File: config.mk
export PLATFORM = sky130hd
export DESIGN_NAME = match_resp_merger
export DESIGN_NICKNAME = d
export VERILOG_FILES = /design/src/rtl/match_engine_pkg.sv /design/src/rtl/match_resp_select.sv /design/src/rtl/match_resp_merger.sv
export SDC_FILE = /design/constraint.sdc
export NUM_CORES = 1
export LEC_CHECK = 0
export CAP_MARGIN = 20
export CORE_MARGIN = 3
export CORE_UTILIZATION = 40
export CTS_CLUSTER_SIZE = 40
export DETAILED_ROUTE_END_ITERATION = 12
export PLACE_DENSITY = 0.65
export SYNTH_ARGS = -nofsm -noshare
export SYNTH_HDL_FRONTEND = slang
export SYNTH_SLANG_ARGS = --single-unit
File: constraint.sdc
create_clock -name clk -period 14.42 [get_ports clk]
set_input_delay 2.884 -clock clk [delete_from_list [all_inputs] [get_ports clk]]
set_output_delay 2.884 -clock clk [all_outputs]
set_load 0.05 [all_outputs]
File: src/rtl/match_engine_pkg.sv
// Shared definitions for the match engine return path.
//   - Default geometry (lazy batch length, channel count, field widths).
//   - Merger state encoding.
//   - slot_bits(): index width for a given number of lazy slots.
//   - is_better_match(): candidate ordering (longer wins, then nearer offset),
//     also used by the lazy-evaluation stage.
package match_engine_pkg;

  localparam int DEFAULT_LAZY_LEN        = 4;
  localparam int DEFAULT_NUM_CH          = 4;
  localparam int DEFAULT_SEQ_OFFSET_BITS = 20;
  localparam int DEFAULT_MATCH_LEN_BITS  = 8;

  typedef enum logic [1:0] {
    ST_IDLE    = 2'd0,
    ST_COLLECT = 2'd1,
    ST_OUTPUT  = 2'd2
  } merge_state_e;

  // A single-slot batch still needs a one-bit slot field.
  function automatic int slot_bits(input int n);
    return (n > 1) ? $clog2(n) : 1;
  endfunction

  // True when candidate a strictly beats b. Ties return 0 so the caller keeps
  // whichever candidate it already holds.
  function automatic logic is_better_match(
    input logic [DEFAULT_MATCH_LEN_BITS-1:0]  a_len,
    input logic [DEFAULT_SEQ_OFFSET_BITS-1:0] a_offset,
    input logic [DEFAULT_MATCH_LEN_BITS-1:0]  b_len,
    input logic [DEFAULT_SEQ_OFFSET_BITS-1:0] b_offset
  );
    return (a_len > b_len) || ((a_len == b_len) && (a_offset < b_offset));
  endfunction

endpackage

File: src/rtl/match_resp_select.sv
// Per-slot winner selection between the current best match and the responses
// accepted for this slot in the current cycle. Purely combinational.
// Ports:
//   inc_len / inc_offset   incumbent (current best) for the slot
//   cand_valid[NUM_CH]     channel j delivered an accepted response for the slot
//   cand_len / cand_offset per-channel response fields, channel j at slice j
//   win_len / win_offset   resulting best for the slot
module match_resp_select
  import match_engine_pkg::*;
#(
  parameter int NUM_CH          = DEFAULT_NUM_CH,
  parameter int SEQ_OFFSET_BITS = DEFAULT_SEQ_OFFSET_BITS,
  parameter int MATCH_LEN_BITS  = DEFAULT_MATCH_LEN_BITS
) (
  input  logic [MATCH_LEN_BITS-1:0]         inc_len,
  input  logic [SEQ_OFFSET_BITS-1:0]        inc_offset,
  input  logic [NUM_CH-1:0]                 cand_valid,
  input  logic [NUM_CH*MATCH_LEN_BITS-1:0]  cand_len,
  input  logic [NUM_CH*SEQ_OFFSET_BITS-1:0] cand_offset,
  output logic [MATCH_LEN_BITS-1:0]         win_len,
  output logic [SEQ_OFFSET_BITS-1:0]        win_offset
);

  // Scanning from the incumbent upward with a strict comparison gives the
  // tie order: incumbent first, then the lowest channel index.
  // A zero-length response never displaces anything, even with a smaller offset.
  always_comb begin
    win_len    = inc_len;
    win_offset = inc_offset;
    for (int j = 0; j < NUM_CH; j++) begin
      if (cand_valid[j] &&
          (cand_len[j*MATCH_LEN_BITS +: MATCH_LEN_BITS] != '0) &&
          is_better_match(cand_len[j*MATCH_LEN_BITS +: MATCH_LEN_BITS],
                          cand_offset[j*SEQ_OFFSET_BITS +: SEQ_OFFSET_BITS],
                          win_len, win_offset)) begin
        win_len    = cand_len[j*MATCH_LEN_BITS +: MATCH_LEN_BITS];
        win_offset = cand_offset[j*SEQ_OFFSET_BITS +: SEQ_OFFSET_BITS];
      end
    end
  end

endmodule

File: src/rtl/match_resp_merger.sv
// Collects per-channel match responses for one lazy batch and merges them into
// one best (length, offset) per lazy slot.
//
//   state      | meaning
//   -----------+-------------------------------------------------------------
//   ST_IDLE    | waiting for a batch route map (req_ready=1)
//   ST_COLLECT | accepting responses until every routed (slot,channel) answered
//   ST_OUTPUT  | merged batch presented on out_*, held until out_ready
//
// Ports:
//   clk, rst_n                       clock, synchronous active-low reset
//   req_valid/req_ready/req_route_map batch handshake; bit i*NUM_CH+j = slot i on ch j
//   resp_valid/resp_ready            per-channel response handshake
//   resp_slot/resp_len/resp_offset   per-channel response fields
//   out_valid/out_ready              merged batch handshake
//   out_len/out_offset               best length/offset per slot
//   err_unexpected                   sticky: response for a non-pending (slot,ch)
module match_resp_merger
  import match_engine_pkg::*;
#(
  parameter int LAZY_LEN        = DEFAULT_LAZY_LEN,
  parameter int NUM_CH          = DEFAULT_NUM_CH,
  parameter int SEQ_OFFSET_BITS = DEFAULT_SEQ_OFFSET_BITS,
  parameter int MATCH_LEN_BITS  = DEFAULT_MATCH_LEN_BITS,
  parameter int SLOT_BITS       = slot_bits(LAZY_LEN)
) (
  input  logic                                clk,
  input  logic                                rst_n,
  input  logic                                req_valid,
  output logic                                req_ready,
  input  logic [LAZY_LEN*NUM_CH-1:0]          req_route_map,
  input  logic [NUM_CH-1:0]                   resp_valid,
  output logic [NUM_CH-1:0]                   resp_ready,
  input  logic [NUM_CH*SLOT_BITS-1:0]         resp_slot,
  input  logic [NUM_CH*MATCH_LEN_BITS-1:0]    resp_len,
  input  logic [NUM_CH*SEQ_OFFSET_BITS-1:0]   resp_offset,
  output logic                                out_valid,
  input  logic                                out_ready,
  output logic [LAZY_LEN*MATCH_LEN_BITS-1:0]  out_len,
  output logic [LAZY_LEN*SEQ_OFFSET_BITS-1:0] out_offset,
  output logic                                err_unexpected
);

  merge_state_e                 state;
  logic [LAZY_LEN*NUM_CH-1:0]   pending;
  logic [LAZY_LEN*NUM_CH-1:0]   pending_clr;
  logic [LAZY_LEN*NUM_CH-1:0]   pending_next;
  logic [MATCH_LEN_BITS-1:0]    best_len    [LAZY_LEN];
  logic [SEQ_OFFSET_BITS-1:0]   best_offset [LAZY_LEN];
  logic [MATCH_LEN_BITS-1:0]    sel_len     [LAZY_LEN];
  logic [SEQ_OFFSET_BITS-1:0]   sel_offset  [LAZY_LEN];
  logic [NUM_CH-1:0]            cand_valid  [LAZY_LEN];
  logic [SLOT_BITS-1:0]         slot_of     [NUM_CH];
  logic [NUM_CH-1:0]            resp_accept;
  logic [NUM_CH-1:0]            resp_unexp;

  // Outputs decode the state register directly, so they carry no input path.
  assign req_ready  = (state == ST_IDLE);
  assign resp_ready = {NUM_CH{state == ST_COLLECT}};
  assign out_valid  = (state == ST_OUTPUT);

  for (genvar j = 0; j < NUM_CH; j++) begin : g_slot
    assign slot_of[j] = resp_slot[j*SLOT_BITS +: SLOT_BITS];
  end

  // Slot decode is a compare against each legal slot, so an out-of-range slot
  // simply matches nothing and falls into the unexpected path.
  always_comb begin
    pending_clr = '0;
    resp_accept = '0;
    for (int i = 0; i < LAZY_LEN; i++) cand_valid[i] = '0;
    if (state == ST_COLLECT) begin
      for (int j = 0; j < NUM_CH; j++) begin
        for (int i = 0; i < LAZY_LEN; i++) begin
          if (resp_valid[j] && (slot_of[j] == SLOT_BITS'(i)) && pending[i*NUM_CH+j]) begin
            pending_clr[i*NUM_CH+j] = 1'b1;
            cand_valid[i][j]        = 1'b1;
            resp_accept[j]          = 1'b1;
          end
        end
      end
    end
    resp_unexp   = (state == ST_COLLECT) ? (resp_valid & ~resp_accept) : '0;
    pending_next = pending & ~pending_clr;
  end

  for (genvar i = 0; i < LAZY_LEN; i++) begin : g_slot_sel
    match_resp_select #(
      .NUM_CH          (NUM_CH),
      .SEQ_OFFSET_BITS (SEQ_OFFSET_BITS),
      .MATCH_LEN_BITS  (MATCH_LEN_BITS)
    ) u_select (
      .inc_len     (best_len[i]),
      .inc_offset  (best_offset[i]),
      .cand_valid  (cand_valid[i]),
      .cand_len    (resp_len),
      .cand_offset (resp_offset),
      .win_len     (sel_len[i]),
      .win_offset  (sel_offset[i])
    );
    assign out_len[i*MATCH_LEN_BITS +: MATCH_LEN_BITS]     = best_len[i];
    assign out_offset[i*SEQ_OFFSET_BITS +: SEQ_OFFSET_BITS] = best_offset[i];
  end

  always_ff @(posedge clk) begin
    if (!rst_n) begin
      state          <= ST_IDLE;
      pending        <= '0;
      err_unexpected <= 1'b0;
      for (int i = 0; i < LAZY_LEN; i++) begin
        best_len[i]    <= '0;
        best_offset[i] <= '0;
      end
    end else begin
      case (state)
        ST_IDLE: begin
          if (req_valid) begin
            pending <= req_route_map;
            for (int i = 0; i < LAZY_LEN; i++) begin
              best_len[i]    <= '0;
              best_offset[i] <= '0;
            end
            // An empty route map has nothing to wait for.
            state <= (req_route_map != '0) ? ST_COLLECT : ST_OUTPUT;
          end
        end
        ST_COLLECT: begin
          pending <= pending_next;
          for (int i = 0; i < LAZY_LEN; i++) begin
            best_len[i]    <= sel_len[i];
            best_offset[i] <= sel_offset[i];
          end
          if (resp_unexp != '0) err_unexpected <= 1'b1;
          if (pending_next == '0) state <= ST_OUTPUT;
        end
        ST_OUTPUT: begin
          if (out_ready) state <= ST_IDLE;
        end
        default: state <= ST_IDLE;
      endcase
    end
  end

endmodule

# [Word-level counts from Yosys, hierarchy flattened]
# Memory sizes are Yosys's and may differ from the RTL's.
# Index checks and enable logic that the tools add are counted.
[classes] n_addsub=0 multipliers=0 div_mod_pow=0 n_lt_le_gt_ge=32 eq_ne=33 shifts=0 mux=95 n_bitwise=20 n_reduce_logical=112
[op_table] operator="2-to-1 mux 20 bit" n=24
[op_table] operator="< comparator 20 bit" n=16
[op_table] operator="2-to-1 mux 8 bit" n=24
[op_table] operator="equality test 8 bit" n=16
[op_table] operator="> comparator 8 bit" n=16
[op_table] operator="logical AND 1 bit" n=80
[op_table] operator="2-to-1 mux 16 bit" n=3
[op_table] operator="2-to-1 mux 1 bit" n=36
[op_table] operator="case mux 16 bit (2 select lines)" n=1
[op_table] operator="nonzero test 8 bit" n=4
[op_table] operator="equality test 2 bit (second input constant)" n=9
[op_table] operator="bitwise AND 16 bit" n=1
[op_table] operator="zero test 16 bit" n=1
[op_table] operator="logical OR 1 bit" n=16
[op_table] operator="NOT 16 bit" n=1
[op_table] operator="OR 1 bit" n=16
[op_table] operator="nonzero test 16 bit" n=1
[op_table] operator="equality test 2 x 1 -> 1 bit (second input constant)" n=5
[op_table] operator="zero test 2 bit" n=5
[op_table] operator="2-to-1 mux 2 bit" n=4
[op_table] operator="2-to-1 mux 4 bit" n=2
[op_table] operator="case mux 2 bit (3 select lines)" n=1
[op_table] operator="bitwise AND 4 bit" n=1
[op_table] operator="!= test 2 x 1 -> 1 bit (second input constant)" n=2
[op_table] operator="other kinds (6)" n=7
[word_totals] ff_bits=19 latch_bits=0 ramBits=112 romBits=0 inputBits=144 out_inout_bits=119 word_cells=297 mem_count=2
[mem_list] memory="best_offset" words=4 word_bits=20 read_ports=4 rd_ports_with_merged_regs=0 wr=4 line_no="match_resp_merger.sv:49" rtl="logic [SEQ_OFFSET_BITS-1:0] best_offset [LAZY_LEN];"
[mem_list] memory="best_len" words=4 word_bits=8 read_ports=4 rd_ports_with_merged_regs=0 wr=4 line_no="match_resp_merger.sv:48" rtl="logic [MATCH_LEN_BITS-1:0] best_len [LAZY_LEN];"

# [Depth between registers and ports, before layout]
# Gate-level depths: netlist of the first run.
[logic_depth] word_depth=24 ltp_mapped=49 mapped_depth_nobuf=43

# [By module]
# Synthesis of the first run repeated with hierarchy kept, for this count alone.
[unflattened] hier_cells=2825 area_unflattened_um2=22350.2
[modules_own_cells] mod="match_resp_select at g_slot_sel[2].u_select ..." instances=2 cells_per_inst=580 area_each_um2=4225.3 seq_area_each_um2=0.0
[modules_own_cells] mod="match_resp_merger" instances=1 cells_per_inst=495 area_each_um2=5507.8 seq_area_each_um2=3463.3
[modules_own_cells] mod="match_resp_select at g_slot_sel[0].u_select" instances=1 cells_per_inst=585 area_each_um2=4204.0 seq_area_each_um2=0.0
[modules_own_cells] mod="match_resp_select at g_slot_sel[1].u_select" instances=1 cells_per_inst=585 area_each_um2=4187.8 seq_area_each_um2=0.0

# [Worst setup path before layout of the first run]
# Ideal clock, no wire load.
[synth_path] kind="input port to flip-flop" start="input resp_len[0]" end="memory best_offset[1][1] (netlist name) (data pin)" setup_ns=0.283 arrival_ns=12.379 required_ns=14.137 setup_slack_ns=1.758 stages=46 n_path_buf=5 path_cell_list="inv_1 -> ha_1 -> nand2b_1 -> a21o_1 -> a211o_1 -> a221o_1 -> nand4_1 -> nor2_1 -> buf_2 -> buf_2 -> mux2i_1 -> ha_1 -> nand4_1 -> nor3_1 -> o211ai_1 -> a31o_1 -> a311oi_1 -> nor2_1 -> [10 not listed] -> a2111oi_0 -> o311ai_1 -> nand2_1 -> clkbuf_1 -> a21oi_1 -> ha_1 -> nand4_1 -> nor2_1 -> a2111oi_0 -> nand3_1 -> a211oi_1 -> o2111ai_1 -> nor4_1 -> nand2_1 -> o211ai_1 -> clkbuf_1 -> o21ba_2 -> a211oi_2"
[synth_lines] element="start: declaration" line_no="match_resp_merger.sv:35" rtl="input logic [NUM_CH*MATCH_LEN_BITS-1:0] resp_len,"
[synth_lines] element="end: declaration" line_no="match_resp_merger.sv:49"

==> metrics.txt, run 1 <==
# TYPE chip_impl_metric gauge
chip_impl_metric{name="bufs_on_longest_clock_path",unit=""} 2
chip_impl_info{name="rsz0062_at_grt",value="false"} 1
chip_impl_info{name="timing.critical_path.mode_cell",value="sky130_fd_sc_hd__buf_4"} 1
chip_impl_metric{name="tritoncts.num_buffers",unit=""} 17
chip_impl_metric{name="tightestPinTransition",unit="ps"} 1250
chip_impl_info{name="outcome",value="finished, final reports clean"} 1
chip_impl_metric{name="critical_path.max_stage_delay",unit="ps"} 530
chip_impl_metric{name="leakagePower",unit="nW"} 12.8
chip_impl_metric{name="drv.max_cap_violation_count",unit=""} 0
chip_impl_metric{name="route.vias.total",unit=""} 23345
chip_impl_metric{name="synth_cells",unit=""} 2451
chip_impl_metric{name="ys_seq_elements",unit=""} 131
chip_impl_metric{name="final_critical_path_setup_slack",unit="ps"} 333
chip_impl_metric{name="peakVddDrop",unit="mV"} 0.0585
chip_impl_metric{name="wl_per_cell",unit="um"} 27.4
chip_impl_metric{name="dieHeight",unit="um"} 233
chip_impl_info{name="tritoncts",value="yes"} 1
chip_impl_metric{name="synth_area",unit="sq mm"} 0.0206
chip_impl_metric{name="timing.final.setup_violations",unit=""} 0
chip_impl_metric{name="fin_util",unit="%"} 55.6
chip_impl_metric{name="final_layout_size_suffix_gt1_share",unit="%"} 20.3
chip_impl_info{name="synth.area.top_cells",value="sky130_fd_sc_hd__ha_1 (26%), sky130_fd_sc_hd__edfxtp_1 (12%), sky130_fd_sc_hd__mux2i_1 (9.2%), sky130_fd_sc_hd__a21oi_1 (5.5%), sky130_fd_sc_hd__a21o_1 (4.6%)"} 1
chip_impl_metric{name="finalHoldViolations",unit=""} 0
chip_impl_metric{name="grt.total_usage",unit="%"} 37.3
chip_impl_info{name="hold_path_class",value="reg -> reg"} 1
chip_impl_metric{name="die_area",unit="sq mm"} 0.0544
chip_impl_metric{name="synth_largest_type_area_fraction",unit="%"} 26.1
chip_impl_metric{name="post_detailed_placement_half_perimeter_wirelength",unit="um"} 83600
chip_impl_metric{name="port_buffers",unit=""} 262
chip_impl_metric{name="rows",unit=""} 82
chip_impl_info{name="crit_type",value="in -> reg"} 1
chip_impl_info{name="end_kind",value="flip-flop"} 1
chip_impl_metric{name="avgSynthCellArea",unit="sq um"} 8.42
chip_impl_metric{name="fin_crit",unit="ps"} 14090
chip_impl_info{name="startpoint_type",value="input port"} 1
chip_impl_metric{name="timing.critical_path.arrival",unit="ps"} 14510
chip_impl_metric{name="cts.htree.levels",unit=""} 4
chip_impl_metric{name="antenna_found_initial",unit=""} 0
chip_impl_metric{name="synthesis.nets",unit=""} 3026
chip_impl_metric{name="routed_wirelength",unit="um"} 103000
chip_impl_metric{name="drt-pass1-iter-count",unit=""} 5
chip_impl_metric{name="synth_sequential_area_ratio",unit="%"} 16.8
chip_impl_info{name="layout_commonest_cell",value="sky130_fd_sc_hd__ha_1"} 1
chip_impl_metric{name="place.gp.congestion",unit=""} 1.03
chip_impl_info{name="most_frequent_cells_in_the_layout",value="sky130_fd_sc_hd__ha_1 (431), sky130_fd_sc_hd__buf_4 (396), sky130_fd_sc_hd__clkdlybuf4s50_1 (262)"} 1
chip_impl_metric{name="avgViaCountPerCell",unit=""} 6.21
chip_impl_metric{name="insertion_delay",unit="ps"} 520
chip_impl_metric{name="grt_overflow",unit=""} 0
chip_impl_metric{name="area.growth.synth_to_final",unit="%"} 36.2
chip_impl_metric{name="io-pin-count",unit=""} 263
chip_impl_metric{name="cp_data_required_time",unit="ps"} 14840
chip_impl_metric{name="grt_pass1_vias",unit=""} 22706
chip_impl_metric{name="nets",unit=""} 3645
chip_impl_metric{name="post_cts_hold_buffer_count",unit=""} 0
chip_impl_metric{name="coreArea",unit="sq mm"} 0.0506
chip_impl_metric{name="crit_path_max_fanout",unit=""} 18
chip_impl_metric{name="dpl.cell_count",unit=""} 3702
chip_impl_metric{name="initial_core_util",unit="%"} 40.8
chip_impl_metric{name="floorplan.die.width",unit="um"} 233
chip_impl_metric{name="detail_route.drc_violations",unit=""} 0
chip_impl_metric{name="cts.reportedPaths.clkPinSlew",unit="ps"} 70
chip_impl_metric{name="asyncSetResetFlopFracSynth",unit="%"} 0
chip_impl_metric{name="grt_pass1_wl",unit="um"} 149000
chip_impl_info{name="crit_path_top_delay_cell",value="sky130_fd_sc_hd__or3_1"} 1
chip_impl_info{name="cts.root.buffer_cell",value="sky130_fd_sc_hd__clkbuf_16"} 1
chip_impl_metric{name="maximum_number_of_pins_on_one_net_before_global_route_repair",unit=""} 83
chip_impl_metric{name="finish.cell_count_without_fillers",unit=""} 3757
chip_impl_metric{name="cellPowerDensity",unit="mW/mm^2"} 76.6
chip_impl_metric{name="drtAntennaViolNets",unit=""} 0
chip_impl_metric{name="cts.sink_count",unit=""} 131
chip_impl_info{name="synth_area_leader_cell",value="sky130_fd_sc_hd__ha_1"} 1
chip_impl_metric{name="place_ws",unit="ps"} -1160
chip_impl_metric{name="fin_crit_sh",unit="%"} 97.7
chip_impl_metric{name="drt_first_iter_violations",unit=""} 2524
chip_impl_metric{name="timing_max_transition_violations_final",unit=""} 0
chip_impl_metric{name="synth.yosys.warnings",unit=""} 0
chip_impl_metric{name="synth-edff-count",unit=""} 84
chip_impl_metric{name="synth_cell_type_count",unit=""} 83
chip_impl_metric{name="worst_clock_skew",unit="ps"} 20.6
chip_impl_metric{name="achievable-frequency",unit="MHz"} 71.0
chip_impl_info{name="synth_ff_type",value="sky130_fd_sc_hd__edfxtp_1"} 1
chip_impl_metric{name="maxSlewHeadroom",unit="%"} 15.9
-- report_power, final --
part / switching, mW / total, mW / internal, mW
Combinational: 0.706 / 1.18 / 0.473
Sequential: 0.0596 / 0.511 / 0.451
Clock: 0.204 / 0.464 / 0.260
Total: 0.970 / 2.15 / 1.18
-- cells in the mapped netlist, types with 18 or more instances --
master                       n
sky130_fd_sc_hd__o21ba_2    18
sky130_fd_sc_hd__mux2_2     70
sky130_fd_sc_hd__o21a_1     26
sky130_fd_sc_hd__nor2_1    103
sky130_fd_sc_hd__nand3_1    32
sky130_fd_sc_hd__edfxtp_1   84
sky130_fd_sc_hd__ha_1      431
sky130_fd_sc_hd__o21ai_0   174
sky130_fd_sc_hd__inv_1     239
sky130_fd_sc_hd__buf_2      24
sky130_fd_sc_hd__a211oi_1   33
sky130_fd_sc_hd__dfxtp_1    47
sky130_fd_sc_hd__nor4_1     18
sky130_fd_sc_hd__a32o_1     18
sky130_fd_sc_hd__nor3_1     56
sky130_fd_sc_hd__nor2b_1    23
sky130_fd_sc_hd__clkbuf_1   52
sky130_fd_sc_hd__mux2i_1   190
sky130_fd_sc_hd__a21o_1    126
sky130_fd_sc_hd__or2_2      22
sky130_fd_sc_hd__a211oi_2   21
sky130_fd_sc_hd__a21oi_1   225
sky130_fd_sc_hd__nand2b_1   25
sky130_fd_sc_hd__nand4_1    83
sky130_fd_sc_hd__nand2_1   129
-- worst max-delay path, delay by kind of cell --
family          cells  cell delay [ps]
compound gates     16             3020
fa+ha+maj           4             1300
buf+inv            18             3450
mux                 3              860
simple gates       13             2880
-- metal layers --
metal | GRT usage, % | share of wire [%] | wire (um) | up-vias
li1 | - | - | - | 10495
met1 | 49.6 | 41 | 42200 | 11169
met2 | 56.5 | 43 | 44000 | 1410
met3 | 7.49 | 10 | 10600 | 271
met4 | 20.6 | 6.1 | 6340 | 0
met5 | 0 | 0 | 0 | -
-- repair_timing --
item	in CTS	in global routing
resized for setup	8	16
setup buffers	2	18
pin swaps	1	7
endpoints found under the setup margin	54	55
cloned	1	0
-- per-stage QoR --
| step | total power [mW] | TNS [ps] | cell area (sq um) | hold WS (ps) |
|---|---|---|---|---|
| final | 2.15 | 0 | 28100 | 479 |
| after CTS | 2.13 | 0 | 27900 | 486 |
| after floorplan | 1.14 | 0 | 20600 | 442 |
| after global placement | 1.64 | -40200 | 27200 | 458 |
| after global routing | 2.26 | 0 | 28100 | 498 |
| after detailed placement | 1.66 | -39470 | 27200 | 464 |
-- sequential cells by signal, indices dropped and copies added, names as in the netlist --
name	count
best_offset	80
err_unexpected	1
best_len	32
pending	16
state	2
-- kinds of logic (layout without fill, tap and decap cells) --
kind of cell | after synthesis | after routing | synth area share, %
AOI/OAI and AO/OA | 758 | 759 | 24.2
buffers and inverters | 330 | 961 | 6.38
DFF | 131 | 131 | 16.8
muxes | 261 | 261 | 13.1
and+or+nand+nor | 540 | 540 | 13.4
other | 0 | 2 | 0
adders and majority gates | 431 | 431 | 26.1
-- final timing paths --
| kind | depth (start not counted) | from | end | slack (ps) |
|---|---|---|---|---|
| max reg2reg | 52 | best_len[2][6] | best_offset[2][14] | 2860 |
| min reg2reg | 1 | err_unexpected | err_unexpected | 480 |
| max | 54 | resp_len[0] | best_offset[2][14] | 330 |
| min | 1 | err_unexpected | err_unexpected | 480 |
-- final cells by class --
type | count | area, sq um
antenna | 2 | 5.00
clock buffer | 27 | 547
clock inverter | 5 | 33.8
fill | 4657 | 22500
inverter | 241 | 905
multi-input combinational | 1991 | 16100
sequential | 131 | 3460
tap | 672 | 841
timing repair buffer | 688 | 6190
(Power assumes the default switching activity.)
==> run 2, diff against run 1 <==
PLACE_DENSITY = 0.64   (was 0.65)
SYNTH_HIERARCHICAL = 1   (was default)
==> metrics.txt, run 2 <==
# TYPE chip_impl_metric gauge
chip_impl_metric{name="maximum_number_of_pins_on_one_net_before_global_route_repair",unit=""} 93
chip_impl_metric{name="synth_sequential_area_ratio",unit="%"} 15.5
chip_impl_metric{name="cp_data_required_time",unit="ps"} 14770
chip_impl_metric{name="drv.max_cap_violation_count",unit=""} 0
chip_impl_metric{name="largest_register_ff_count",unit=""} 80
chip_impl_info{name="synth.most_common_cell",value="sky130_fd_sc_hd__ha_1"} 1
chip_impl_metric{name="tritoncts.num_buffers",unit=""} 17
chip_impl_metric{name="post_synth_and_or_nand_nor_area_fraction",unit="%"} 17.2
chip_impl_info{name="startpoint_type",value="input port"} 1
chip_impl_metric{name="fin_crit",unit="ps"} 13960
chip_impl_metric{name="die_area",unit="sq mm"} 0.0587
chip_impl_metric{name="post_detailed_placement_half_perimeter_wirelength",unit="um"} 80900
chip_impl_metric{name="yosys.area_share.xor_xnor",unit="%"} 0.313
chip_impl_info{name="synth_ff_type",value="sky130_fd_sc_hd__edfxtp_1"} 1
chip_impl_metric{name="tightestPinTransition",unit="ps"} 973
chip_impl_metric{name="crit_path_max_fanout",unit=""} 19
chip_impl_metric{name="port_buffers",unit=""} 262
chip_impl_metric{name="synth-edff-count",unit=""} 84
chip_impl_info{name="critical_path.top_delay_family",value="simple AND/OR/NAND/NOR gates"} 1
chip_impl_info{name="most_frequent_cells_in_the_layout",value="sky130_fd_sc_hd__ha_1 (424), sky130_fd_sc_hd__inv_1 (397), sky130_fd_sc_hd__a21oi_1 (318)"} 1
chip_impl_info{name="synth.area.top_cells",value="sky130_fd_sc_hd__ha_1 (24%), sky130_fd_sc_hd__edfxtp_1 (11%), sky130_fd_sc_hd__mux2i_1 (10%), sky130_fd_sc_hd__a21oi_1 (7.1%), sky130_fd_sc_hd__inv_1 (6.7%)"} 1
chip_impl_metric{name="worst_clock_skew",unit="ps"} 10.4
chip_impl_metric{name="avgSynthCellArea",unit="sq um"} 7.91
chip_impl_metric{name="grt_pass1_wl",unit="um"} 144000
chip_impl_info{name="largest_registers",value="best_offset x80, best_len x32, pending x16"} 1
chip_impl_metric{name="worst_hold_slack",unit="ps"} 468
chip_impl_info{name="hold_path_class",value="reg -> reg"} 1
chip_impl_metric{name="fin_crit_sh",unit="%"} 96.8
chip_impl_metric{name="final_critical_path_setup_slack",unit="ps"} 460
chip_impl_metric{name="yosys.area_share.adder",unit="%"} 24.1
chip_impl_info{name="layout_commonest_cell",value="sky130_fd_sc_hd__ha_1"} 1
chip_impl_metric{name="yosys-mux-area-fraction",unit="%"} 13.1
chip_impl_metric{name="place.gp.congestion",unit=""} 0.988
chip_impl_metric{name="peakVddDrop",unit="mV"} 0.0937
chip_impl_metric{name="grt_overflow",unit=""} 0
chip_impl_info{name="rsz0062_at_grt",value="false"} 1
chip_impl_metric{name="leakagePower",unit="nW"} 13.2
chip_impl_metric{name="critical_path.max_stage_delay",unit="ps"} 710
chip_impl_info{name="end_kind",value="flip-flop"} 1
chip_impl_metric{name="bufs_on_longest_clock_path",unit=""} 2
chip_impl_metric{name="finalHoldViolations",unit=""} 0
chip_impl_metric{name="insertion_delay",unit="ps"} 490
chip_impl_metric{name="synth_area",unit="sq mm"} 0.0224
chip_impl_metric{name="achievable-frequency",unit="MHz"} 71.6
chip_impl_metric{name="synth_largest_type_area_fraction",unit="%"} 23.7
chip_impl_metric{name="cp.buffers_inverters",unit=""} 5
chip_impl_metric{name="drt-pass1-iter-count",unit=""} 5
chip_impl_metric{name="routed_wirelength",unit="um"} 98700
chip_impl_metric{name="initial_core_util",unit="%"} 40.5
chip_impl_info{name="outcome",value="finished, final reports clean"} 1
chip_impl_metric{name="rows",unit=""} 86
chip_impl_metric{name="wl_per_cell",unit="um"} 25.3
chip_impl_metric{name="fin_util",unit="%"} 49.2
chip_impl_info{name="cts.root.buffer_cell",value="sky130_fd_sc_hd__clkbuf_16"} 1
chip_impl_metric{name="synthesis.nets",unit=""} 3393
chip_impl_metric{name="dpl.cell_count",unit=""} 3872
chip_impl_metric{name="synth_cell_type_count",unit=""} 93
chip_impl_info{name="tritoncts",value="yes"} 1
chip_impl_info{name="synth.top_cells.by_count",value="sky130_fd_sc_hd__ha_1 (424), sky130_fd_sc_hd__inv_1 (397), sky130_fd_sc_hd__a21oi_1 (318), sky130_fd_sc_hd__mux2i_1 (234), sky130_fd_sc_hd__nor2_1 (190)"} 1
chip_impl_metric{name="synth_cells",unit=""} 2825
chip_impl_metric{name="total_power",unit="mW"} 1.78
chip_impl_metric{name="synth_compound_area_share",unit="%"} 20.4
chip_impl_metric{name="grt.total_usage",unit="%"} 32.6
chip_impl_metric{name="cts.sink_count",unit=""} 131
chip_impl_metric{name="cts.htree.levels",unit=""} 4
chip_impl_metric{name="detail_route.drc_violations",unit=""} 0
chip_impl_metric{name="nets",unit=""} 3711
chip_impl_metric{name="final_layout_size_suffix_gt1_share",unit="%"} 7.26
chip_impl_metric{name="placed_area",unit="sq mm"} 0.0265
chip_impl_metric{name="avgViaCountPerCell",unit=""} 6.00
chip_impl_metric{name="drt_first_iter_violations",unit=""} 2297
chip_impl_metric{name="timing.final.setup_violations",unit=""} 0
chip_impl_metric{name="finish.instance_area",unit="sq mm"} 0.0271
chip_impl_metric{name="route.vias.total",unit=""} 23442
chip_impl_metric{name="ys_seq_elements",unit=""} 131
chip_impl_metric{name="cts_post_setup_buffers_inserted",unit=""} 0
chip_impl_metric{name="drtAntennaViolNets",unit=""} 0
chip_impl_metric{name="synth.yosys.warnings",unit=""} 6
chip_impl_metric{name="timing_max_transition_violations_final",unit=""} 0
chip_impl_metric{name="totalNegativeSetupSlack",unit="ps"} 0
chip_impl_metric{name="area.growth.synth_to_final",unit="%"} 21.4
chip_impl_info{name="synth_top_family_by_area",value="adder cells"} 1
chip_impl_metric{name="dieHeight",unit="um"} 242
chip_impl_metric{name="grt_pass1_vias",unit=""} 22652
chip_impl_metric{name="cts.reportedPaths.clkPinSlew",unit="ps"} 60
chip_impl_metric{name="place_ws",unit="ps"} 87.9
chip_impl_info{name="crit_path_top_delay_cell",value="sky130_fd_sc_hd__clkdlybuf4s50_1"} 1
chip_impl_metric{name="maxSlewHeadroom",unit="%"} 34.9
chip_impl_metric{name="antenna_found_initial",unit=""} 1
chip_impl_metric{name="timing.critical_path.arrival",unit="ps"} 14310
chip_impl_metric{name="asyncSetResetFlopFracSynth",unit="%"} 0
chip_impl_metric{name="cellPowerDensity",unit="mW/mm^2"} 65.7
chip_impl_info{name="crit_type",value="in -> reg"} 1
chip_impl_metric{name="io-pin-count",unit=""} 263
chip_impl_info{name="registers.top_by_ff_count",value="best_offset"} 1
chip_impl_info{name="synth_area_leader_cell",value="sky130_fd_sc_hd__ha_1"} 1
chip_impl_metric{name="floorplan.die.width",unit="um"} 242
chip_impl_metric{name="finish.cell_count_without_fillers",unit=""} 3904
chip_impl_metric{name="coreArea",unit="sq mm"} 0.0552
## run 2: cell types whose count changed after synthesis, moves of 20 or more
cell,change
sky130_fd_sc_hd__a21oi_1,+93
sky130_fd_sc_hd__mux2i_1,+44
sky130_fd_sc_hd__o21ai_0,-68
sky130_fd_sc_hd__mux2_1,+25
sky130_fd_sc_hd__and3_1,+89
sky130_fd_sc_hd__inv_1,+158
sky130_fd_sc_hd__a211oi_1,-20
sky130_fd_sc_hd__mux2_2,-55
sky130_fd_sc_hd__nand2_1,+37
sky130_fd_sc_hd__nor2_1,+87
sky130_fd_sc_hd__nor3_1,-32
## run 2: logic make-up (layout without fill, tap and decap cells)
| group | Yosys count | in the layout |
|---|---|---|
| mux | 280 | 280 |
| buf+inv | 504 | 834 |
| xor+xnor | 8 | 8 |
| compound gates | 724 | 724 |
| other cells | 0 | 1 |
| simple gates | 746 | 746 |
| fa+ha+maj | 432 | 432 |
| flops | 131 | 131 |
## run 2: worst paths after layout
kind / cells after the start / slack (ps) / to / startpoint
worst max-delay path: 44 / 460 / best_offset[3][4] / resp_len[1]
worst min-delay path: 1 / 470 / err_unexpected / err_unexpected
worst min register to register: 1 / 470 / err_unexpected / err_unexpected
worst max register to register: 45 / 3170 / best_offset[1][10] / state[0]
## run 2: power by group
| part | switching (mW) | leakage, nW | internal, mW | total, mW |
|---|---|---|---|---|
| clock network | 0.181 | 0.285 | 0.269 | 0.450 |
| registers | 0.0304 | 1.34 | 0.431 | 0.462 |
| logic | 0.545 | 11.5 | 0.326 | 0.871 |
| total | 0.756 | 13.2 | 1.03 | 1.78 |
## run 2: routing by layer
layer  global-route usage [%]  wire length, um
met1                     43.8            42700
met5                        0               13
met2                     51.3            43300
met4                     11.6             3500
met3                     6.98             9180
## run 2: timing repair
action | in CTS | in global routing
gates resized for setup | 0 | 1
hold buffers | 0 | 0
setup endpoints to repair | 0 | 5
## run 2: area by class of cell
type | instances | area (sq um)
Tap cell | 748 | 936
Timing Repair Buffer | 404 | 3780
Inverter | 399 | 1500
Sequential cell | 131 | 3460
Clock inverter | 3 | 40.0
Multi-Input combinational cell | 2190 | 16900
Fill cell | 5374 | 28100
Antenna cell | 1 | 2.50
Clock buffer | 28 | 539
